[src/rtl/secuenciador_operandos_pkg.sv]
// Shared definitions for the operand fetch/issue sequencer: state encoding and
// default geometry of the operand ROMs.
package pkg_secuenciador;

    localparam int ADDR_W_DEF  = 3;
    localparam int DATA_W_DEF  = 32;
    localparam int MAX_ENTRIES = 8;

    typedef enum logic [1:0] {
        IDLE  = 2'd0,
        FETCH = 2'd1,
        ISSUE = 2'd2,
        DONE  = 2'd3
    } estado_t;

endpackage

[src/rtl/secuenciador_operandos_registro.sv]
// Bank of NUM registers, WIDTH bits each, sharing one load enable and an
// asynchronous active-low clear.
module registro_operandos #(
    parameter int NUM   = 2,
    parameter int WIDTH = 32
) (
    input  logic                       clk_i,
    input  logic                       rst_n_i,
    input  logic                       ld_i,
    input  logic [NUM-1:0][WIDTH-1:0]  d_i,
    output logic [NUM-1:0][WIDTH-1:0]  q_o
);

    logic [NUM-1:0][WIDTH-1:0] q_q, q_d;

    always_comb begin
        q_d = ld_i ? d_i : q_q;
    end

    always_ff @(posedge clk_i or negedge rst_n_i) begin
        if (!rst_n_i) q_q <= '0;
        else          q_q <= q_d;
    end

    assign q_o = q_q;

endmodule

[src/rtl/secuenciador_operandos.sv]
// Walks operand ROM addresses 0..N-1, issues each A/B pair to the ALU with a
// valid/ready handshake and writes every accepted result to the store port.
module secuenciador_operandos
    import pkg_secuenciador::*;
#(
    parameter int ADDR_W = ADDR_W_DEF,
    parameter int DATA_W = DATA_W_DEF
) (
    input  logic              clk_i,
    input  logic              rst_n_i,
    input  logic              start_i,
    input  logic [ADDR_W:0]   num_i,
    output logic [ADDR_W-1:0] addr_o,
    input  logic [DATA_W-1:0] operador_a_i,
    input  logic [DATA_W-1:0] operador_b_i,
    output logic [DATA_W-1:0] a_o,
    output logic [DATA_W-1:0] b_o,
    output logic              valid_o,
    input  logic              ready_i,
    input  logic [DATA_W-1:0] resultado_i,
    output logic              wr_en_o,
    output logic [ADDR_W-1:0] wr_addr_o,
    output logic [DATA_W-1:0] wr_data_o,
    output logic              busy_o,
    output logic              done_o
);

    localparam logic [ADDR_W:0] MAX_CNT = (ADDR_W+1)'(2**ADDR_W);

    estado_t           st_q, st_d;
    logic [ADDR_W-1:0] idx_q, idx_d;
    logic [ADDR_W-1:0] addr_q, addr_d;
    logic [ADDR_W-1:0] wr_addr_q, wr_addr_d;
    logic [ADDR_W:0]   cnt_q, cnt_d;
    logic              valid_q, valid_d;
    logic              wr_en_q, wr_en_d;
    logic              busy_q, busy_d;
    logic              done_q, done_d;
    logic              ld_ab, ld_res, es_ultimo;

    logic [1:0][DATA_W-1:0] ab_q;
    logic [0:0][DATA_W-1:0] res_q;

    assign es_ultimo = ({1'b0, idx_q} == cnt_q - 1'b1);

    always_comb begin
        st_d      = st_q;
        idx_d     = idx_q;
        addr_d    = addr_q;
        wr_addr_d = wr_addr_q;
        cnt_d     = cnt_q;
        wr_en_d   = 1'b0;
        ld_ab     = 1'b0;
        ld_res    = 1'b0;
        case (st_q)
            IDLE: begin
                if (start_i) begin
                    cnt_d = (num_i > MAX_CNT) ? MAX_CNT : num_i;
                    if (num_i == '0) begin
                        st_d = DONE;
                    end else begin
                        idx_d  = '0;
                        addr_d = '0;
                        st_d   = FETCH;
                    end
                end
            end
            FETCH: begin
                ld_ab = 1'b1;
                st_d  = ISSUE;
            end
            ISSUE: begin
                if (ready_i) begin
                    ld_res    = 1'b1;
                    wr_addr_d = idx_q;
                    wr_en_d   = 1'b1;
                    if (es_ultimo) begin
                        st_d = DONE;
                    end else begin
                        // addr moves together with idx so the ROMs are settled by the FETCH edge
                        idx_d  = idx_q + 1'b1;
                        addr_d = idx_q + 1'b1;
                        st_d   = FETCH;
                    end
                end
            end
            default: st_d = IDLE;
        endcase
        // status flags are registered decodes of the next state
        valid_d = (st_d == ISSUE);
        busy_d  = (st_d != IDLE);
        done_d  = (st_d == DONE);
    end

    always_ff @(posedge clk_i or negedge rst_n_i) begin
        if (!rst_n_i) begin
            st_q      <= IDLE;
            idx_q     <= '0;
            addr_q    <= '0;
            wr_addr_q <= '0;
            cnt_q     <= '0;
            valid_q   <= 1'b0;
            wr_en_q   <= 1'b0;
            busy_q    <= 1'b0;
            done_q    <= 1'b0;
        end else begin
            st_q      <= st_d;
            idx_q     <= idx_d;
            addr_q    <= addr_d;
            wr_addr_q <= wr_addr_d;
            cnt_q     <= cnt_d;
            valid_q   <= valid_d;
            wr_en_q   <= wr_en_d;
            busy_q    <= busy_d;
            done_q    <= done_d;
        end
    end

    registro_operandos #(.NUM(2), .WIDTH(DATA_W)) u_reg_ab (
        .clk_i   (clk_i),
        .rst_n_i (rst_n_i),
        .ld_i    (ld_ab),
        .d_i     ({operador_a_i, operador_b_i}),
        .q_o     (ab_q)
    );

    registro_operandos #(.NUM(1), .WIDTH(DATA_W)) u_reg_res (
        .clk_i   (clk_i),
        .rst_n_i (rst_n_i),
        .ld_i    (ld_res),
        .d_i     (resultado_i),
        .q_o     (res_q)
    );

    assign addr_o    = addr_q;
    assign a_o       = ab_q[1];
    assign b_o       = ab_q[0];
    assign valid_o   = valid_q;
    assign wr_en_o   = wr_en_q;
    assign wr_addr_o = wr_addr_q;
    assign wr_data_o = res_q[0];
    assign busy_o    = busy_q;
    assign done_o    = done_q;

endmodule

[config.mk]
export PLATFORM = sky130hd
export DESIGN_NAME = secuenciador_operandos
export DESIGN_NICKNAME = d
export VERILOG_FILES = /design/src/rtl/secuenciador_operandos_pkg.sv /design/src/rtl/secuenciador_operandos_registro.sv /design/src/rtl/secuenciador_operandos.sv
export SDC_FILE = /design/constraint.sdc
export NUM_CORES = 1
export LEC_CHECK = 0
export BUFFER_PORTS_ARGS = -buffer_cell sky130_fd_sc_hd__buf_2
export CORE_MARGIN = 1.5
export CORE_UTILIZATION = 40
export DETAILED_ROUTE_END_ITERATION = 16
export HOLD_SLACK_MARGIN = 0.06
export PLACE_DENSITY = 0.86
export SETUP_SLACK_MARGIN = 0.4
export SYNTH_ARGS = -nofsm -noshare
export SYNTH_HDL_FRONTEND = slang
export SYNTH_SLANG_ARGS = --single-unit
[constraint.sdc]
create_clock -name clk_i -period 1.7 [get_ports clk_i]
set_input_delay 0.34 -clock clk_i [delete_from_list [all_inputs] [get_ports clk_i]]
set_output_delay 0.34 -clock clk_i [all_outputs]
set_load 0.01 [all_outputs]
==> impl_metrics.csv <==
group,metric,value,unit
clocking,clock_latency,350,ps
detailed_routing,drt-initial-drc-count,112,
yosys,synth_cell_types,29,
clocking,cts_buffers,9,
layout,final_cells,732,
yosys,yosysSeqAreaShare,64.4,%
yosys,ys_seq_elements,112,
critical_path,end_kind,"flip-flop",
critical_path,crit_chain,"inv_1, ha_2, xnor2_2, and4bb_4, o211ai_4, nand2_2, o311ai_2",
yosys,ys.warnings.count,0,
yosys,synth_area,4350,um2
detailed_routing,routed-via-count,3538,
critical_path,cp_max_fo,6,
critical_path,critPathLaunchType,"flip-flop",
detailed_routing,dr.pass1.iters,4,
grt,grt_first_pass_wirelength,15.2,mm
sta,setup_tns,0,ps
detailed_routing,drtAntennaViolNets,0,
place,dpl.cell_count,686,
power_and_ir_drop,finalPower,13.4,mW
critical_path,slowest_stage,"dfrtp_1",
critical_path,worstPathRequired,1960,ps
layout,area_delta_synth_final,56.3,%
power_and_ir_drop,leakage,3.78,nW
yosys,synthCells,349,
clocking,clock_path_buffers,2,
critical_path,critPathBufInv,1,
sta,fin_crit,1690,ps
layout,finalCoreUtilization,65.0,%
sta,maxSlewViolCount,0,
power_and_ir_drop,p_per_area,1970,nW/um2
critical_path,criticalPathCategory,"reg -> reg",
die,initial_core_util,41.6,%
sta,rsz0062_at_grt,"yes",
yosys,yosys.area.top_type,"dfrtp_1",
sta,setup_viol,0,
layout,antenna_cells,0,
detailed_routing,routed_via_density,4.83,
yosys,synth_edf_count,0,
die,die_area,11500,um2
clocking,clk_pin_slew,100,ps
place,io_buffers,209,
detailed_routing,wirelength,12.6,mm
run,cap_violations,0,
sta,hold_viol,0,
yosys,synth_most_common_cell,"nand2_1",
sta,worst_slew_pin_slew,292,ps
die,die_w,107,um
clocking,htreeDepth,3,
die,die_height,107,um
power_and_ir_drop,p_seq_share,35.7,%
layout,stdcell_area,6800,um2
power_and_ir_drop,share_comb_of_total_power,51.2,%
critical_path,arrival,1940,ps
sta,fin_skew,5.76,ps
critical_path,crit_family,"compound AO/OA/AOI/OAI gates",
layout,drive_above_1_share,66.9,%
grt,grt_max_degree,56,
place,gp_congestion,0.791,
die,coreArea,10500,um2
grt,grt_pass1_vias,3362,
clocking,cts_tree,"done",
yosys,synth_top_cells_by_count,"nand2_1 (115), dfrtp_1 (112), mux2_2 (65)",
yosys,synth_area_leaders,"dfrtp_1 (64%), mux2_2 (17%), nand2_1 (9.9%)",
grt,grt_antenna_before_repair,0,
power_and_ir_drop,netSwitchingPower,4.76,mW
yosys,synthArstFlopShare,100,%
power_and_ir_drop,sw_frac_of_total,35.5,%
yosys,yosysTopAreaCellShare,64.4,%
critical_path,slowest_delay,390,ps
clocking,cts_root_buf,"clkbuf_8",
power_and_ir_drop,p_int,8.65,mW
clocking,cts.sinks,112,
yosys,avgSynthCellArea,12.5,um2
yosys,syn_nets,455,
die,rows,37,
sta,post-route-period-util,99.2,%
place,place_area,5610,um2
sta,fmax,593,MHz
detailed_routing,drc,0,
place,post-dp-hpwl,7.57,mm
power_and_ir_drop,peakVddDrop,0.00108,V
detailed_routing,wl_per_cell,17.2,um
grt,overflow,0,
outcome,status,"completed",
layout,final_nets,697,
worst_hold_path,min_path_type,"in -> reg",
sta,relSlewSlack,80.5,%
grt,grt_usage,16.9,%
die,ioPinCount,210,
yosys,synth_flop_cell,"dfrtp_1",
power_and_ir_drop,power.share.clock,13.1,%
## worst register-to-register path: stages (launching register included)
cell and delay [ps]:
dfrtp_1 390, inv_1 60, ha_2 180, xnor2_2 150, and4bb_4 220, o211ai_4 240
nand2_2 120, o311ai_2 240
## what timing repair did
action                                  CTS  global route
hold buffers                              1             0
pin swaps                                 2            46
hold endpoints to repair                 68             0
gates cloned                              0            12
buffers inserted                          3            14
gates resized for setup                   5           168
endpoints found under the setup margin  107           111
## layout by cell type (no fill, tap or decap), drive strengths merged
cell         count
xor2             2
clkbuf          17
dfrtp          112
nand3            2
nor3b            1
mux2            65
clkinvlp         1
ha               2
nand2b           6
inv              6
mux2i            1
nor2b            1
a21o             1
nand2          115
a21oi            2
dlygate4sd3      1
and3             1
nor2             3
and4bb           1
o21ai            6
o22ai            1
buf            238
o311ai           1
o2bb2ai          1
o211ai           1
a31o             1
bufinv           2
nor3             2
xnor2            1
clkinv           1
or4              1
## sequential cells by signal, indices dropped and copies added (netlist names), 2 cells and up
name	count
wr_addr_o	3
u_reg_res.q_o	32
u_reg_ab.q_o	64
cnt_q	4
addr_o	3
st_q	2
## logic make-up (layout without fill, tap and decap cells)
group / Yosys count / after routing / synth area share [%]
flip-flops: 112 / 112 / 64.4
buffers and inverters: 20 / 266 / 2.41
AND/OR/NAND/NOR: 132 / 133 / 12.5
adder cells (fa/ha/maj): 2 / 2 / 0.575
multiplexers: 66 / 66 / 17.0
AO/OA/AOI/OAI: 14 / 14 / 2.53
XOR/XNOR: 3 / 3 / 0.604
## worst paths after layout
kind / start / to / slack [ps] / depth (start not counted)
min in group asynchronous: rst_n_i / u_reg_ab.q_o[55]$_DFFE_PN0N_ / 350 / 2
min reg2reg: u_reg_res.q_o[3]$_DFFE_PN0P_ / u_reg_res.q_o[3]$_DFFE_PN0P_ / 480 / 2
max reg2reg: cnt_q[0]$_DFFE_PN0P_ / addr_o[0]$_DFFE_PN0P_ / 10 / 7
max in group asynchronous: rst_n_i / u_reg_ab.q_o[19]$_DFFE_PN0N_ / 840 / 3
min: resultado_i[26] / u_reg_res.q_o[26]$_DFFE_PN0P_ / 170 / 3
max: cnt_q[0]$_DFFE_PN0P_ / addr_o[0]$_DFFE_PN0P_ / 10 / 7
## area by class of cell
type | instances | area, um2
fill | 773 | 3660
sequential | 112 | 2810
multi-input combinational | 218 | 1980
timing repair buffer | 246 | 1600
tap | 136 | 170
clock buffer | 10 | 138
clock inverter | 6 | 90.1
inverter | 4 | 22.5
## through the flow
step                      hold slack (ps)  setup slack, ps
after floorplan                      44.4              127
after global routing                  164            -35.7
after CTS                             138             43.7
final                                 172             14.0
after detailed placement              181             8.35
after global placement                177              120
## power groups by stage
stage / combinational (mW) / clock [mW] / sequential (mW)
3_5_place_dp: 4.74 / 0 / 4.67
2_1_floorplan: 2.33 / 0 / 5.21
4_1_cts: 4.80 / 1.81 / 4.62
6_report: 6.87 / 1.75 / 4.79
3_3_place_gp: 4.55 / 0 / 4.61
5_1_grt: 7.31 / 1.91 / 4.94
## routing by layer
layer  share of wire, %  GRT usage, %  vias up
met3                4.8          3.15       10
met1                 40          19.3     1757
met2                 54          30.9      141
li1                   -             -     1630
met4               0.79          6.77        0
met5                  0             0        -
(Power assumes the default switching activity.)
